===== src/rtl/imem_if.sv =====
// Instruction-memory request/response bus between the fetch unit and imem.
interface imem_if;
    logic        req;
    logic [31:0] addr;
    logic [31:0] rdata;
    logic        ready;

    modport master (output req, output addr, input rdata, input ready);
    modport slave  (input req, input addr, output rdata, output ready);
endinterface


===== src/rtl/fetch_unit.sv =====
// Instruction fetch unit: owns the PC, fetches over a req/ready handshake with
// timeout, latches the instruction for decode and commits the next PC at WB.
module fetch_unit #(
    parameter logic [31:0] RESET_PC  = 32'h0000_0000,
    parameter int          TIMEOUT   = 16,
    parameter logic [31:0] NOP_INSTR = 32'h0000_0000
) (
    input  logic         clk,
    input  logic         rst_n,
    input  logic         if_en,
    input  logic         wb_en,
    input  logic [1:0]   pc_src,
    input  logic [31:0]  branch_target,
    input  logic [31:0]  jump_target,
    imem_if.master       imem,
    output logic [31:0]  pc,
    output logic [31:0]  pc_plus4,
    output logic [31:0]  instr,
    output logic         instr_valid,
    output logic         fetch_busy,
    output logic         fetch_err,
    output logic         overrun
);

    typedef enum logic [1:0] {IDLE, REQ, DONE} state_t;

    localparam logic [7:0] TMO_LAST = 8'(TIMEOUT - 1);

    state_t      state;
    state_t      state_nxt;
    logic [7:0]  cnt;
    logic [31:0] pc_sel;
    logic [31:0] pending;
    logic        pending_vld;
    logic        start;
    logic        hit;
    logic        tmo;
    logic        in_req;

    assign in_req     = (state == REQ);
    assign pc_plus4   = pc + 32'd4;
    assign imem.req   = in_req;
    assign imem.addr  = {pc[31:2], 2'b00};
    assign fetch_busy = in_req;

    // Next-PC source mux; source 3 holds the current PC.
    always_comb begin
        pc_sel = pc;
        case (pc_src)
            2'd0:    pc_sel = pc_plus4;
            2'd1:    pc_sel = branch_target;
            2'd2:    pc_sel = jump_target;
            default: pc_sel = pc;
        endcase
    end

    // State register.
    always_ff @(posedge clk or negedge rst_n) begin
        if (!rst_n) state <= IDLE;
        else        state <= state_nxt;
    end

    // Next-state logic and fetch events (start, data hit, timeout).
    always_comb begin
        state_nxt = state;
        start     = 1'b0;
        hit       = 1'b0;
        tmo       = 1'b0;
        case (state)
            IDLE, DONE: begin
                if (if_en) begin
                    state_nxt = REQ;
                    start     = 1'b1;
                end
            end
            REQ: begin
                if (imem.ready) begin
                    hit       = 1'b1;
                    state_nxt = DONE;
                end else if (cnt == TMO_LAST) begin
                    tmo       = 1'b1;
                    state_nxt = DONE;
                end
            end
            default: state_nxt = IDLE;
        endcase
    end

    // Instruction latch, wait counter and sticky status flags.
    always_ff @(posedge clk or negedge rst_n) begin
        if (!rst_n) begin
            instr       <= 32'h0;
            instr_valid <= 1'b0;
            fetch_err   <= 1'b0;
            overrun     <= 1'b0;
            cnt         <= 8'd0;
        end else begin
            if (start) begin
                instr_valid <= 1'b0;
                cnt         <= 8'd0;
            end
            if (in_req && !imem.ready) cnt <= cnt + 8'd1;
            if (hit) begin
                instr       <= imem.rdata;
                instr_valid <= 1'b1;
            end
            if (tmo) begin
                instr       <= NOP_INSTR;
                instr_valid <= 1'b1;
                fetch_err   <= 1'b1;
            end
            if (in_req && if_en) overrun <= 1'b1;
        end
    end

    // PC commit: direct outside REQ, deferred through pending while a fetch
    // is in flight so imem_addr stays stable; a fresh wb_en beats pending.
    always_ff @(posedge clk or negedge rst_n) begin
        if (!rst_n) begin
            pc          <= RESET_PC;
            pending_vld <= 1'b0;
        end else if (in_req) begin
            if (wb_en) pending_vld <= 1'b1;
        end else if (wb_en) begin
            pc          <= pc_sel;
            pending_vld <= 1'b0;
        end else if (pending_vld) begin
            pc          <= pending;
            pending_vld <= 1'b0;
        end
    end

    // Pending PC value; qualified by pending_vld so it needs no reset.
    always_ff @(posedge clk) begin
        if (in_req && wb_en) pending <= pc_sel;
    end

endmodule

===== src/flat_wrapper.sv =====
// flat-port wrapper written by rule: the top's interface ports become plain ports
module fetch_unit_flat 
#(
    parameter logic [31:0] RESET_PC  = 32'h0000_0000,
    parameter int          TIMEOUT   = 16,
    parameter logic [31:0] NOP_INSTR = 32'h0000_0000
)
  (clk, rst_n, if_en, wb_en, pc_src, branch_target, jump_target, pc, pc_plus4, instr, instr_valid, fetch_busy, fetch_err, overrun, imem_req, imem_addr, imem_rdata, imem_ready);
  imem_if imem_i ();
  input  logic clk;
  input  logic rst_n;
  input  logic if_en;
  input  logic wb_en;
  input  logic [1:0] pc_src;
  input  logic [31:0] branch_target;
  input  logic [31:0] jump_target;
  output logic [31:0] pc;
  output logic [31:0] pc_plus4;
  output logic [31:0] instr;
  output logic instr_valid;
  output logic fetch_busy;
  output logic fetch_err;
  output logic overrun;
  output wire logic [$bits(imem_i.req)-1:0] imem_req;
  output wire logic [$bits(imem_i.addr)-1:0] imem_addr;
  input wire logic [$bits(imem_i.rdata)-1:0] imem_rdata;
  input wire logic [$bits(imem_i.ready)-1:0] imem_ready;
  assign imem_req = imem_i.req;
  assign imem_addr = imem_i.addr;
  assign imem_i.rdata = imem_rdata;
  assign imem_i.ready = imem_ready;
  fetch_unit #(.RESET_PC(RESET_PC), .TIMEOUT(TIMEOUT), .NOP_INSTR(NOP_INSTR)) u_core (.clk(clk), .rst_n(rst_n), .if_en(if_en), .wb_en(wb_en), .pc_src(pc_src), .branch_target(branch_target), .jump_target(jump_target), .imem(imem_i), .pc(pc), .pc_plus4(pc_plus4), .instr(instr), .instr_valid(instr_valid), .fetch_busy(fetch_busy), .fetch_err(fetch_err), .overrun(overrun));
endmodule

===== config.mk =====
export PLATFORM = sky130hd
export DESIGN_NAME = fetch_unit_flat
export DESIGN_NICKNAME = d
export VERILOG_FILES = /design/src/rtl/imem_if.sv /design/src/rtl/fetch_unit.sv /design/src/flat_wrapper.sv
export SDC_FILE = /design/constraint.sdc
export NUM_CORES = 1
export LEC_CHECK = 0
export CORE_MARGIN = 2
export CORE_UTILIZATION = 30
export CTS_BUF_LIST = sky130_fd_sc_hd__clkbuf_8
export DETAILED_ROUTE_END_ITERATION = 7
export PLACE_DENSITY = 0.57
export SLEW_MARGIN = 20
export SYNTH_ARGS = -nofsm -noshare
export SYNTH_HDL_FRONTEND = slang
export SYNTH_SLANG_ARGS = --single-unit
export TNS_END_PERCENT = 1

===== constraint.sdc =====
create_clock -name clk -period 4.6 [get_ports clk]
set_input_delay 0.69 -clock clk [delete_from_list [all_inputs] [get_ports clk]]
set_output_delay 0.69 -clock clk [all_outputs]
set_load 0.1 [all_outputs]

==> summary.txt <==
Core area = 0.0208 mm²
RSZ-0062 raised after global routing = false
Max-cap violations = 0
FP Rows = 53
Cell taking the most area after synthesis = sky130_fd_sc_hd__dfrtp_1
Cell count after placement = 1091
Die area = 0.0222 mm²
Actual transition at the worst max-transition pin = 1.14 ns
First-pass GRT wire length = 32500 µm
Total routing usage reported by global routing = 19.0%
Critical Path Start Type = register
Router iterations before antenna repair = 5
Count of unresolved DRC violations after routing = 0
Setup-failing EPs final = 0
CTS sink cnt = 110
Most used DFF post-synth = sky130_fd_sc_hd__dfrtp_1
Clock-pin slew of the registers on the worst-case setup and hold paths = 0.12 ns
Headroom to the max-slew limit = 23.6%
Status = finished clean
Period utilisation layout = 81.8%
Number of enable-type register cells in the synthesized netlist = 32
Clock buffers created by TritonCTS = 9
Top-area cell type share of the netlist area = 30.9%
Worst hold path class = primary input to async pin
Cts-stage hold buffer count = 0
Max Clock Freq = 0.266 GHz
HPWL reported at the end of detailed placement = 14900 µm
Proportion of layout cells with a drive suffix above 1 = 9.72%
Final number of max-transition violations = 0
Final critical-path required period = 3.76 ns
Post-Synthesis Mean Instance Area = 9.59 µm²
Leading cell types by count after synthesis = sky130_fd_sc_hd__nand2_1 (82), sky130_fd_sc_hd__dfrtp_1 (78), sky130_fd_sc_hd__a21oi_1 (43)
Vertical extent of the die = 149 µm
Growth of design area from synthesis to finish = 37.9%
Synthesis Warnings = 0
TritonCTS clock tree = built
H-tree Lvls = 3
Share of flip-flops with an asynchronous set or reset after synthesis = 70.9%
Setup clock skew after layout = 0.0247 ns
Number of vias per cell = 5.14
Total Routed Length = 21400 µm
Endpoint kind of the worst setup timing path = output port
Top cells by area in the synthesized netlist = sky130_fd_sc_hd__dfrtp_1 (31%), sky130_fd_sc_hd__edfxtp_1 (15%), sky130_fd_sc_hd__nand2_1 (4.9%)
Final global-route overflow total = 0
Clk Tree Root Cell = sky130_fd_sc_hd__clkbuf_8
Initial antenna violation count = 3
Post-cts repair resize count = 0
Core Util, Final = 41.8%
Synthesized flop and latch total = 110
Final Hold Violating Endpoints = 0
Post-synthesis cell area = 0.00631 mm²
First DRT Iteration DRCs = 384
Count of non-filler cells in the finished layout = 1110
Crit-path max FO = 11
Library cells used by synthesis = 65
Clock Tree Buf Depth = 2
Residual antenna-violating net count after detailed routing = 0
Routed WL per cell = 19.2 µm
Width of the die = 149 µm
Via count of the first global-routing pass = 5497
Most common cell in the netlist = sky130_fd_sc_hd__nand2_1
Start-to-end type of the worst setup path = register to output port
Register-to-register path setup slack = 1.87 ns
Buffers on Ports = 233
Layout net count = 933
Number of vias in the routed layout = 5701
Post-Syn Instances = 658
Clock latency reported for the late side of the worst-skew pair = 0.39 ns
Setup Total Neg Slack = 0 ns
Required time at the endpoint of the critical path = 3.91 ns
Endpoint arrival time on the critical path = 3.07 ns
Largest net degree at the start of global routing = 50
Sequential cell area fraction in the yosys report = 46.2%
Routability Congestion = 0.819
Setup Fix Bufs, Post-CTS = 0
Boundary Pins = 236
Effective utilization at floorplan = 30.3%
[layout by cell type, fill, tap and decap left out, drive strengths merged, types with 4 or more instances in the layout]
cell	Yosys	final
buf	61	38
inv	11	15
nand3	28	28
nor3b	4	4
clkdlybuf4s50	0	206
xor2	14	14
dfrtp	78	78
a21oi	43	43
o21ai	39	39
and4	5	5
xnor2	13	13
clkinv	1	4
mux2	6	6
nor3	14	14
nand4	7	7
clkbuf	25	9
o22ai	9	9
nand2	82	82
a22o	33	33
nor4	6	6
edfxtp	32	32
a31o	8	8
and3	11	11
nor2	35	35
a22oi	8	8
nand2b	12	12
mux2i	18	18
[path summary, 6_finish.rpt]
path,startpoint,endpoint,cells past startpoint
max reg2reg,u_core.pc[2]$_DFFE_PN0P_,u_core.pc[10]$_DFFE_PN0P_,7
min reg2reg,u_core.overrun$_DFFE_PN0P_,u_core.overrun$_DFFE_PN0P_,1
max,u_core.pc[2]$_DFFE_PN0P_,pc_plus4[22],5
max in group asynchronous,rst_n,u_core.cnt[0]$_DFFE_PN0P_,2
min,rst_n,u_core.pc[23]$_DFFE_PN0P_,1
min in group clk,u_core.overrun$_DFFE_PN0P_,u_core.overrun$_DFFE_PN0P_,1
[kinds of logic (layout without fill, tap and decap cells)]
family | Yosys count | in the layout | synth area share [%]
AO/OA/AOI/OAI | 175 | 175 | 18.8
XOR/XNOR | 27 | 27 | 3.75
adder cells (fa/ha/maj) | 2 | 2 | 0.397
buffers and inverters | 98 | 272 | 8.59
flip-flops | 110 | 110 | 46.2
multiplexers | 26 | 26 | 4.64
other | 1 | 4 | 0.0594
AND/OR/NAND/NOR | 219 | 219 | 17.6
[critical path, stage by stage (launching register included)]
cell and delay [ns]:
sky130_fd_sc_hd__dfrtp_1 0.50, sky130_fd_sc_hd__ha_1 0.33, sky130_fd_sc_hd__nand4_1 0.60, sky130_fd_sc_hd__nor4_2 0.59, sky130_fd_sc_hd__xor2_1 0.31, sky130_fd_sc_hd__buf_4 0.35
[state kept, by name (all words and copies together) (netlist names)]
register            cells
u_core.pending         32
u_core.cnt              8
u_core.instr_valid      1
u_core.pc              32
u_core.state            2
u_core.overrun          1
u_core.pending_vld      1
u_core.fetch_err        1
u_core.instr           32
[final cells by class]
class	count	area, µm²
clock buffers	9	124
multi-input cells	451	2880
flip-flops and latches	110	2910
inverters	12	45.0
clock inverters	7	36.3
repair buffers	244	2350
well taps	275	344
fillers	2056	12100
diodes	2	5.00
[through the flow]
stage               cell area [µm²]  setup slack [ns]  hold WS [ns]
detailed placement             8510              1.15         0.446
global placement               8510              1.28         0.438
floorplan                      6310            0.0885         0.394
finish                         8700             0.837         0.341
global route                   8690             0.705         0.392
CTS                            8670             0.860         0.361
[layer usage]
layer / part of all wire (%) / global-route usage [%] / vias to the layer above
met5: 0 / 0 / -
met3: 9.2 / 4.89 / 22
met1: 43 / 25.6 / 2702
met4: 1.4 / 5.71 / 0
met2: 46 / 30.2 / 280
li1: - / - / 2697
Power is not shown: default switching activity piles up to over one toggle a cycle in this logic, so the estimate is an artifact.
